--- config.mk ---
export PLATFORM = sky130hd
export DESIGN_NAME = stack_op_sequencer_flat
export DESIGN_NICKNAME = d
export VERILOG_FILES = /design/src/rtl/stack_op_sequencer_if.sv /design/src/rtl/stack_op_sequencer.sv /design/src/flat_wrapper.sv
export SDC_FILE = /design/constraint.sdc
export NUM_CORES = 1
export LEC_CHECK = 0
export ABC_AREA = 1
export BUFFER_PORTS_ARGS = -buffer_cell sky130_fd_sc_hd__buf_2
export CORE_MARGIN = 2
export CORE_UTILIZATION = 35
export DETAILED_ROUTE_END_ITERATION = 6
export GPL_TIMING_DRIVEN = 0
export PLACE_DENSITY = 0.6
export SLEW_MARGIN = 20
export SYNTH_ARGS = -nofsm -noshare
export SYNTH_HDL_FRONTEND = slang
export SYNTH_SLANG_ARGS = --single-unit
--- constraint.sdc ---
create_clock -name clk -period 1.4 [get_ports clk]
set_clock_uncertainty 0.15 [all_clocks]
set_input_delay 0.07 -clock clk [delete_from_list [all_inputs] [get_ports clk]]
set_output_delay 0.07 -clock clk [all_outputs]
set_load 0.02 [all_outputs]
--- src/rtl/stack_op_sequencer_if.sv ---
// ============================================================================
// Module      : stack_op_sequencer_if
// Description : Decode-side inputs and memory/PC control outputs of the stack
//               operation sequencer.
// Revision    : 1.0 - initial release
// ============================================================================
`default_nettype none

interface stack_op_sequencer_if;
    logic [4:0] opcode;
    logic       op_valid;
    logic       int_req;
    logic       ldm;
    logic       load_use;

    logic       mem_we;
    logic       mem_re;
    logic       stack;
    logic [1:0] mem_data_sel;
    logic [1:0] pop_sel;
    logic [1:0] pc_sel;
    logic       freeze_pc;
    logic       freeze_cu;
    logic       busy;
    logic       int_ack;

    modport master (
        output opcode, op_valid, int_req, ldm, load_use,
        input  mem_we, mem_re, stack, mem_data_sel, pop_sel, pc_sel,
               freeze_pc, freeze_cu, busy, int_ack
    );

    modport slave (
        input  opcode, op_valid, int_req, ldm, load_use,
        output mem_we, mem_re, stack, mem_data_sel, pop_sel, pc_sel,
               freeze_pc, freeze_cu, busy, int_ack
    );
endinterface

`default_nettype wire

--- src/rtl/stack_op_sequencer.sv ---
// ============================================================================
// Module      : stack_op_sequencer
// Description : Multi-cycle CALL/RET/RTI and interrupt stack push/pop sequencer.
// Revision    : 1.0 - initial release
// ============================================================================
`default_nettype none

module stack_op_sequencer (
    input  wire logic            clk,
    input  wire logic            rst,
    stack_op_sequencer_if.slave  bus
);

    typedef enum logic [3:0] {
        S_IDLE      = 4'd0,
        S_INT_WAIT  = 4'd1,
        S_INT_WAIT2 = 4'd2,
        S_PUSH_PC1  = 4'd3,
        S_PUSH_PC2  = 4'd4,
        S_PUSH_CCR  = 4'd5,
        S_POP_CCR   = 4'd6,
        S_POP_PC2   = 4'd7,
        S_POP_PC1   = 4'd8,
        S_LOAD_PC   = 4'd9
    } state_t;

    localparam logic [4:0] c_OP_CALL  = 5'b11000;
    localparam logic [4:0] c_OP_RET   = 5'b11001;
    localparam logic [4:0] c_OP_RTI   = 5'b11010;

    localparam logic [1:0] c_SRC_CALL = 2'b01;
    localparam logic [1:0] c_SRC_POP  = 2'b10;
    localparam logic [1:0] c_SRC_INT  = 2'b11;

    state_t     state_q, state_d;
    logic [1:0] src_q, src_d;
    logic       int_req_d_q;
    logic       int_pending_q, int_pending_d;

    logic       w_is_call, w_is_ret, w_is_rti;
    logic       w_int_edge, w_int_clear;

    logic       w_mem_we, w_mem_re, w_stack;
    logic [1:0] w_mem_data_sel, w_pop_sel, w_pc_sel;
    logic       w_freeze_pc, w_freeze_cu, w_busy, w_int_ack;

    assign w_is_call  = bus.op_valid && (bus.opcode == c_OP_CALL);
    assign w_is_ret   = bus.op_valid && (bus.opcode == c_OP_RET);
    assign w_is_rti   = bus.op_valid && (bus.opcode == c_OP_RTI);
    assign w_int_edge = bus.int_req && !int_req_d_q;

    // A fresh edge arriving as the pending flag is consumed must not be lost.
    assign int_pending_d = w_int_edge || (int_pending_q && !w_int_clear);

    always_ff @(posedge clk or posedge rst) begin
        if (rst) begin
            state_q       <= S_IDLE;
            src_q         <= 2'b00;
            int_req_d_q   <= 1'b0;
            int_pending_q <= 1'b0;
        end else begin
            state_q       <= state_d;
            src_q         <= src_d;
            int_req_d_q   <= bus.int_req;
            int_pending_q <= int_pending_d;
        end
    end

    always_comb begin
        state_d        = state_q;
        src_d          = src_q;
        w_int_clear    = 1'b0;
        w_mem_we       = 1'b0;
        w_mem_re       = 1'b0;
        w_stack        = 1'b0;
        w_mem_data_sel = 2'b00;
        w_pop_sel      = 2'b00;
        w_pc_sel       = 2'b00;
        w_freeze_pc    = 1'b0;
        w_freeze_cu    = 1'b0;
        w_busy         = 1'b0;
        w_int_ack      = 1'b0;

        case (state_q)
            S_IDLE: begin
                // Decoded stack instructions take priority over a pending interrupt.
                if (w_is_call) begin
                    state_d = S_PUSH_PC1;
                    src_d   = c_SRC_CALL;
                end else if (w_is_ret) begin
                    state_d = S_POP_PC2;
                    src_d   = c_SRC_POP;
                end else if (w_is_rti) begin
                    state_d = S_POP_CCR;
                    src_d   = c_SRC_POP;
                end else if (int_pending_q) begin
                    state_d     = S_INT_WAIT;
                    src_d       = c_SRC_INT;
                    w_int_clear = 1'b1;
                    w_int_ack   = 1'b1;
                end
            end
            S_INT_WAIT: begin
                {w_freeze_pc, w_freeze_cu, w_busy} = 3'b111;
                state_d = (bus.ldm || bus.load_use) ? S_INT_WAIT2 : S_PUSH_PC1;
            end
            S_INT_WAIT2: begin
                {w_freeze_pc, w_freeze_cu, w_busy} = 3'b111;
                state_d = S_PUSH_PC1;
            end
            S_PUSH_PC1: begin
                {w_freeze_pc, w_freeze_cu, w_busy} = 3'b111;
                {w_mem_we, w_stack} = 2'b11;
                w_mem_data_sel = 2'b01;
                state_d = S_PUSH_PC2;
            end
            S_PUSH_PC2: begin
                {w_freeze_pc, w_freeze_cu, w_busy} = 3'b111;
                {w_mem_we, w_stack} = 2'b11;
                w_mem_data_sel = 2'b10;
                state_d = (src_q == c_SRC_INT) ? S_PUSH_CCR : S_LOAD_PC;
            end
            S_PUSH_CCR: begin
                {w_freeze_pc, w_freeze_cu, w_busy} = 3'b111;
                {w_mem_we, w_stack} = 2'b11;
                w_mem_data_sel = 2'b11;
                state_d = S_LOAD_PC;
            end
            S_POP_CCR: begin
                {w_freeze_pc, w_freeze_cu, w_busy} = 3'b111;
                {w_mem_re, w_stack} = 2'b11;
                w_pop_sel = 2'b11;
                state_d = S_POP_PC2;
            end
            S_POP_PC2: begin
                {w_freeze_pc, w_freeze_cu, w_busy} = 3'b111;
                {w_mem_re, w_stack} = 2'b11;
                w_pop_sel = 2'b10;
                state_d = S_POP_PC1;
            end
            S_POP_PC1: begin
                {w_freeze_pc, w_freeze_cu, w_busy} = 3'b111;
                {w_mem_re, w_stack} = 2'b11;
                w_pop_sel = 2'b01;
                state_d = S_LOAD_PC;
            end
            S_LOAD_PC: begin
                {w_freeze_cu, w_busy} = 2'b11;
                w_pc_sel = src_q;
                state_d  = S_IDLE;
            end
            default: begin
                state_d = S_IDLE;
            end
        endcase
    end

    assign bus.mem_we       = w_mem_we;
    assign bus.mem_re       = w_mem_re;
    assign bus.stack        = w_stack;
    assign bus.mem_data_sel = w_mem_data_sel;
    assign bus.pop_sel      = w_pop_sel;
    assign bus.pc_sel       = w_pc_sel;
    assign bus.freeze_pc    = w_freeze_pc;
    assign bus.freeze_cu    = w_freeze_cu;
    assign bus.busy         = w_busy;
    assign bus.int_ack      = w_int_ack;

endmodule

`default_nettype wire

--- src/flat_wrapper.sv ---
// flat-port wrapper written by rule: the top's interface ports become plain ports
module stack_op_sequencer_flat 
  (clk, rst, bus_opcode, bus_op_valid, bus_int_req, bus_ldm, bus_load_use, bus_mem_we, bus_mem_re, bus_stack, bus_mem_data_sel, bus_pop_sel, bus_pc_sel, bus_freeze_pc, bus_freeze_cu, bus_busy, bus_int_ack);
  stack_op_sequencer_if bus_i ();
  input  wire logic clk;
  input  wire logic rst;
  input wire logic [$bits(bus_i.opcode)-1:0] bus_opcode;
  input wire logic [$bits(bus_i.op_valid)-1:0] bus_op_valid;
  input wire logic [$bits(bus_i.int_req)-1:0] bus_int_req;
  input wire logic [$bits(bus_i.ldm)-1:0] bus_ldm;
  input wire logic [$bits(bus_i.load_use)-1:0] bus_load_use;
  output wire logic [$bits(bus_i.mem_we)-1:0] bus_mem_we;
  output wire logic [$bits(bus_i.mem_re)-1:0] bus_mem_re;
  output wire logic [$bits(bus_i.stack)-1:0] bus_stack;
  output wire logic [$bits(bus_i.mem_data_sel)-1:0] bus_mem_data_sel;
  output wire logic [$bits(bus_i.pop_sel)-1:0] bus_pop_sel;
  output wire logic [$bits(bus_i.pc_sel)-1:0] bus_pc_sel;
  output wire logic [$bits(bus_i.freeze_pc)-1:0] bus_freeze_pc;
  output wire logic [$bits(bus_i.freeze_cu)-1:0] bus_freeze_cu;
  output wire logic [$bits(bus_i.busy)-1:0] bus_busy;
  output wire logic [$bits(bus_i.int_ack)-1:0] bus_int_ack;
  assign bus_i.opcode = bus_opcode;
  assign bus_i.op_valid = bus_op_valid;
  assign bus_i.int_req = bus_int_req;
  assign bus_i.ldm = bus_ldm;
  assign bus_i.load_use = bus_load_use;
  assign bus_mem_we = bus_i.mem_we;
  assign bus_mem_re = bus_i.mem_re;
  assign bus_stack = bus_i.stack;
  assign bus_mem_data_sel = bus_i.mem_data_sel;
  assign bus_pop_sel = bus_i.pop_sel;
  assign bus_pc_sel = bus_i.pc_sel;
  assign bus_freeze_pc = bus_i.freeze_pc;
  assign bus_freeze_cu = bus_i.freeze_cu;
  assign bus_busy = bus_i.busy;
  assign bus_int_ack = bus_i.int_ack;
  stack_op_sequencer u_core (.clk(clk), .rst(rst), .bus(bus_i));
endmodule
==> metrics.sh <==
DIE-WIDTH_UM=48.7
CTS_HTREE_LEVELS=1
WORST_PIN_SLEW_NS=0.303
POWER.LEAKAGE_nW=0.613
CRITICAL_PATH.MAX_STAGE_DELAY_NS=0.38
ROUTABILITYCONGESTION=0.888
CRITICAL_PATH.ENDPOINT_TYPE='primary output'
VDD.IR_DROP.WORST_mV=1.06
LAYOUT.FILLER_CELLS=195
CTS.SINK_COUNT=8
TIMING.SETUP.TNS_NS=-1.90
CTS_TREE='built'
CRITICALPATHCATEGORY='reg2out'
CTS_BUFFER_DEPTH=2
CELL_PWR_DENSITY_nW_PER_UM2=2310
OUTCOME='finished, violations left'
FIRSTDRTPASSITERS=4
CRITICAL_PATH.N_BUFFERS_INVERTERS=3
CRITICAL_PATH_PEAK_FANOUT=6
POST_SYNTH_INST_COUNT=101
CLOCK_LATENCY_NS=0.25
CRITICAL_PATH.TOP_DELAY_FAMILY='buffers and inverters'
TIMING.FMAX_MHz=617
PLACE_HPWL_UM=1210
SYN-NUM-NETS=112
SYNTH_SEQUENTIAL_AREA_RATIO=0.287
STARTING_DENSITY=0.363
YS_FF_LATCH=8
VIOLATIONS='negative setup slack'
TRACK_USAGE=0.152
FINALWORSTPATHREQUIREDPERIOD_NS=1.62
DRIVE_GT1_FRAC=0.539
CORE-AREA_UM2=1920
SYNTH.DISTINCT_CELLS=23
DETAILROUTE.VIA_COUNT=758
CLK_TRANSITION_REPORTED_PATHS_NS=0.05
MAX_CAP_VIOLATIONS=0
SYNTH_ENABLE_FLOP_CELLS=0
TIMING.FINAL.HOLD_VIOLATIONS=0
CTS_INSERTED_BUFFERS=3
POST_SYNTH.CELL_AREA_AVG_UM2=6.91
GRT_FIRST_PASS_WIRELENGTH_UM=2870
COUNT_OF_STANDARD_CELL_ROWS=16
REPORT.FINAL.SETUP_VIOL=14
CRIT_PATH_TOP_DELAY_CELL='dfrtp_1'
GRT_START_MAX_NET_PINS=9
CRITPATHARRIVALTIME_NS=1.40
MAPPEDNETLISTAREA_UM2=698
SYNTHFLOPTYPE='dfrtp_1'
FINALCRITPERIODSHARE=1.16
FIRST_GLOBAL_VIAS=709
SYNTH_ASYNC_SR_FLOP_SHARE=1.00
FLOORPLAN.DIE_AREA_UM2=2370
DIEHEIGHT_UM=48.7
ROUTE.DETAILED.DRC=0
FINAL.SETUP.WORST_SLACK_NS=-0.222
ROUTED_WL_PER_CELL_UM=10.1
GR-TOTAL-OVERFLOW=0
HOLD_PATH_CLASS='in2reg'
MAX_SLEW_MARGIN=0.798
ROUTE.FINAL.WIRE_LENGTH_UM=1700
DESIGN.FINAL.NETS=154
FLOORPLAN.IO_PINS=24
FIRST_ITER_VIOLATIONS=14
CRIT_CHAIN='buf_6 > nor2_4 > nor2_4 > nor2_2 > nand3_2 > buf_4 > buf_6'
SIGNED_AREA_CHANGE_FROM_THE_SYNTHESIZED_NETLIST_TO_THE_FINAL_LAYOUT_PCT=60.8
VIASPERCELL=4.51
CTSROOTBUFFERMASTER='clkbuf_4'
ANTENNA_FOUND_INITIAL=0
FINAL_ANTENNA_DIODE_COUNT=0
TOTAL_POWER_mW=2.59
CRITICAL_PATH_REQUIRED_NS=1.18
DRT.ANTENNA.VIOLATING_NETS=0
GRT_SETUP_UNREPAIRED='true'
PORTBUFFERS=23
COUNT_OF_WARNINGS_EMITTED_BY_YOSYS=0
SLEW_VIOLATIONS=0
WORST_SETUP_PATH_START_KIND='register'
[cell usage in the layout (no fill, tap or decap), types with 5 or more instances in the layout]
| master | instances |
|---|---|
| buf_2 | 12 |
| buf_4 | 15 |
| buf_6 | 9 |
| dfrtp_1 | 6 |
| inv_1 | 14 |
| inv_2 | 7 |
| nand2_1 | 23 |
| nand3_1 | 8 |
| nand3_2 | 6 |
| nor2_1 | 6 |
| nor2_4 | 5 |
[per-stage QoR]
| stage | setup WS [ns] | hold WS, ns | instances | util | cell area [um^2] |
|---|---|---|---|---|---|
| floorplan | 0.00999 | -0.264 | 101 | - | 703 |
| global placement | -0.0127 | -0.129 | 151 | 0.443 | 852 |
| detailed placement | -0.0280 | -0.118 | 151 | 0.443 | 852 |
| CTS | -0.248 | 0.0926 | 162 | 0.523 | 1010 |
| global route | -0.311 | 0.140 | 168 | 0.584 | 1120 |
| finish | -0.222 | 0.0963 | 168 | 0.584 | 1120 |
[final cells by class]
cell class	instances	area (um^2)	share of cell area
Inverter	24	108	0.0959
Clock buffer	3	22.5	0.0201
Buffer	2	18.8	0.0167
Timing Repair Buffer	37	295	0.263
Sequential cell	8	203	0.181
Tap cell	27	33.8	0.0301
Multi-Input combinational cell	67	442	0.394
[worst paths after layout]
check	end	start	cells past startpoint	slack, ns
hold reg to reg	u_core.int_pending_q$_DFF_PP0_	u_core.int_req_d_q$_DFF_PP0_	3	0.33
max in group asynchronous	u_core.state_q[3]$_DFFE_PP0P_	rst	3	0.70
min in group asynchronous	u_core.state_q[2]$_DFFE_PP0P_	rst	3	0.15
setup reg to reg	u_core.src_q[0]$_DFFE_PP0P_	u_core.state_q[1]$_DFFE_PP0P_	9	-0.08
setup / recovery	bus_freeze_cu	u_core.state_q[1]$_DFFE_PP0P_	7	-0.22
hold / removal	u_core.src_q[1]$_DFFE_PP0P_	bus_opcode[2]	5	0.1
[Yosys cell counts, drive strengths merged, types with 2 or more instances]
master	n	area [um^2]
dfrtp	8	200
inv	23	86.3
nand4	2	12.5
o21ai	4	23.8
buf	2	18.8
nor2	14	96.3
nand3	15	85.1
nand2	28	123
[power by group]
part,total (mW),leakage [nW],switching (mW),internal [mW]
clock,0.175,0.0138,0.0772,0.0980
sequential,0.430,0.0932,0.0974,0.333
combinational,1.99,0.506,1.08,0.913
total,2.59,0.613,1.25,1.34
[cells by family after synthesis]
| group | Yosys count | synth area share |
|---|---|---|
| AO/OA/AOI/OAI | 7 | 0.0824 |
| AND/OR/NAND/NOR | 60 | 0.468 |
| buffers and inverters | 26 | 0.163 |
| flip-flops | 8 | 0.287 |
[layer usage]
| metal | vias to the layer above | track usage | part of all wire |
|---|---|---|---|
| li1 | 390 | - | - |
| met2 | 24 | 0.283 | 0.56 |
| met5 | - | 0 | 0 |
| met4 | 0 | 0.0143 | 0 |
| met3 | 0 | 0.0556 | 0.050 |
| met1 | 344 | 0.171 | 0.39 |
[state kept, by name, summed over array words and instances, names as in the netlist]
signal                flops
u_core.state_q            4
u_core.int_req_d_q        1
u_core.int_pending_q      1
u_core.src_q              2
[timing repair]
item / CTS / global route
setup endpoints to repair: 13 / 17
pin swaps: 4 / 5
hold buffers: 2 / 0
cloned: 0 / 0
gates resized for setup: 18 / 20
hold endpoints to repair: 10 / 0
buffers inserted: 6 / 7
[worst reg2reg max path: stages (launching register included)]
cell	delay, ns
dfrtp_1	0.38
buf_6	0.14
buf_12	0.13
clkinv_8	0.05
nand2_4	0.06
nor2_8	0.10
buf_6	0.14
o211ai_4	0.09
nand3_1	0.08
nand2_1	0.05
Note: power is estimated with default switching activity, not from simulation.
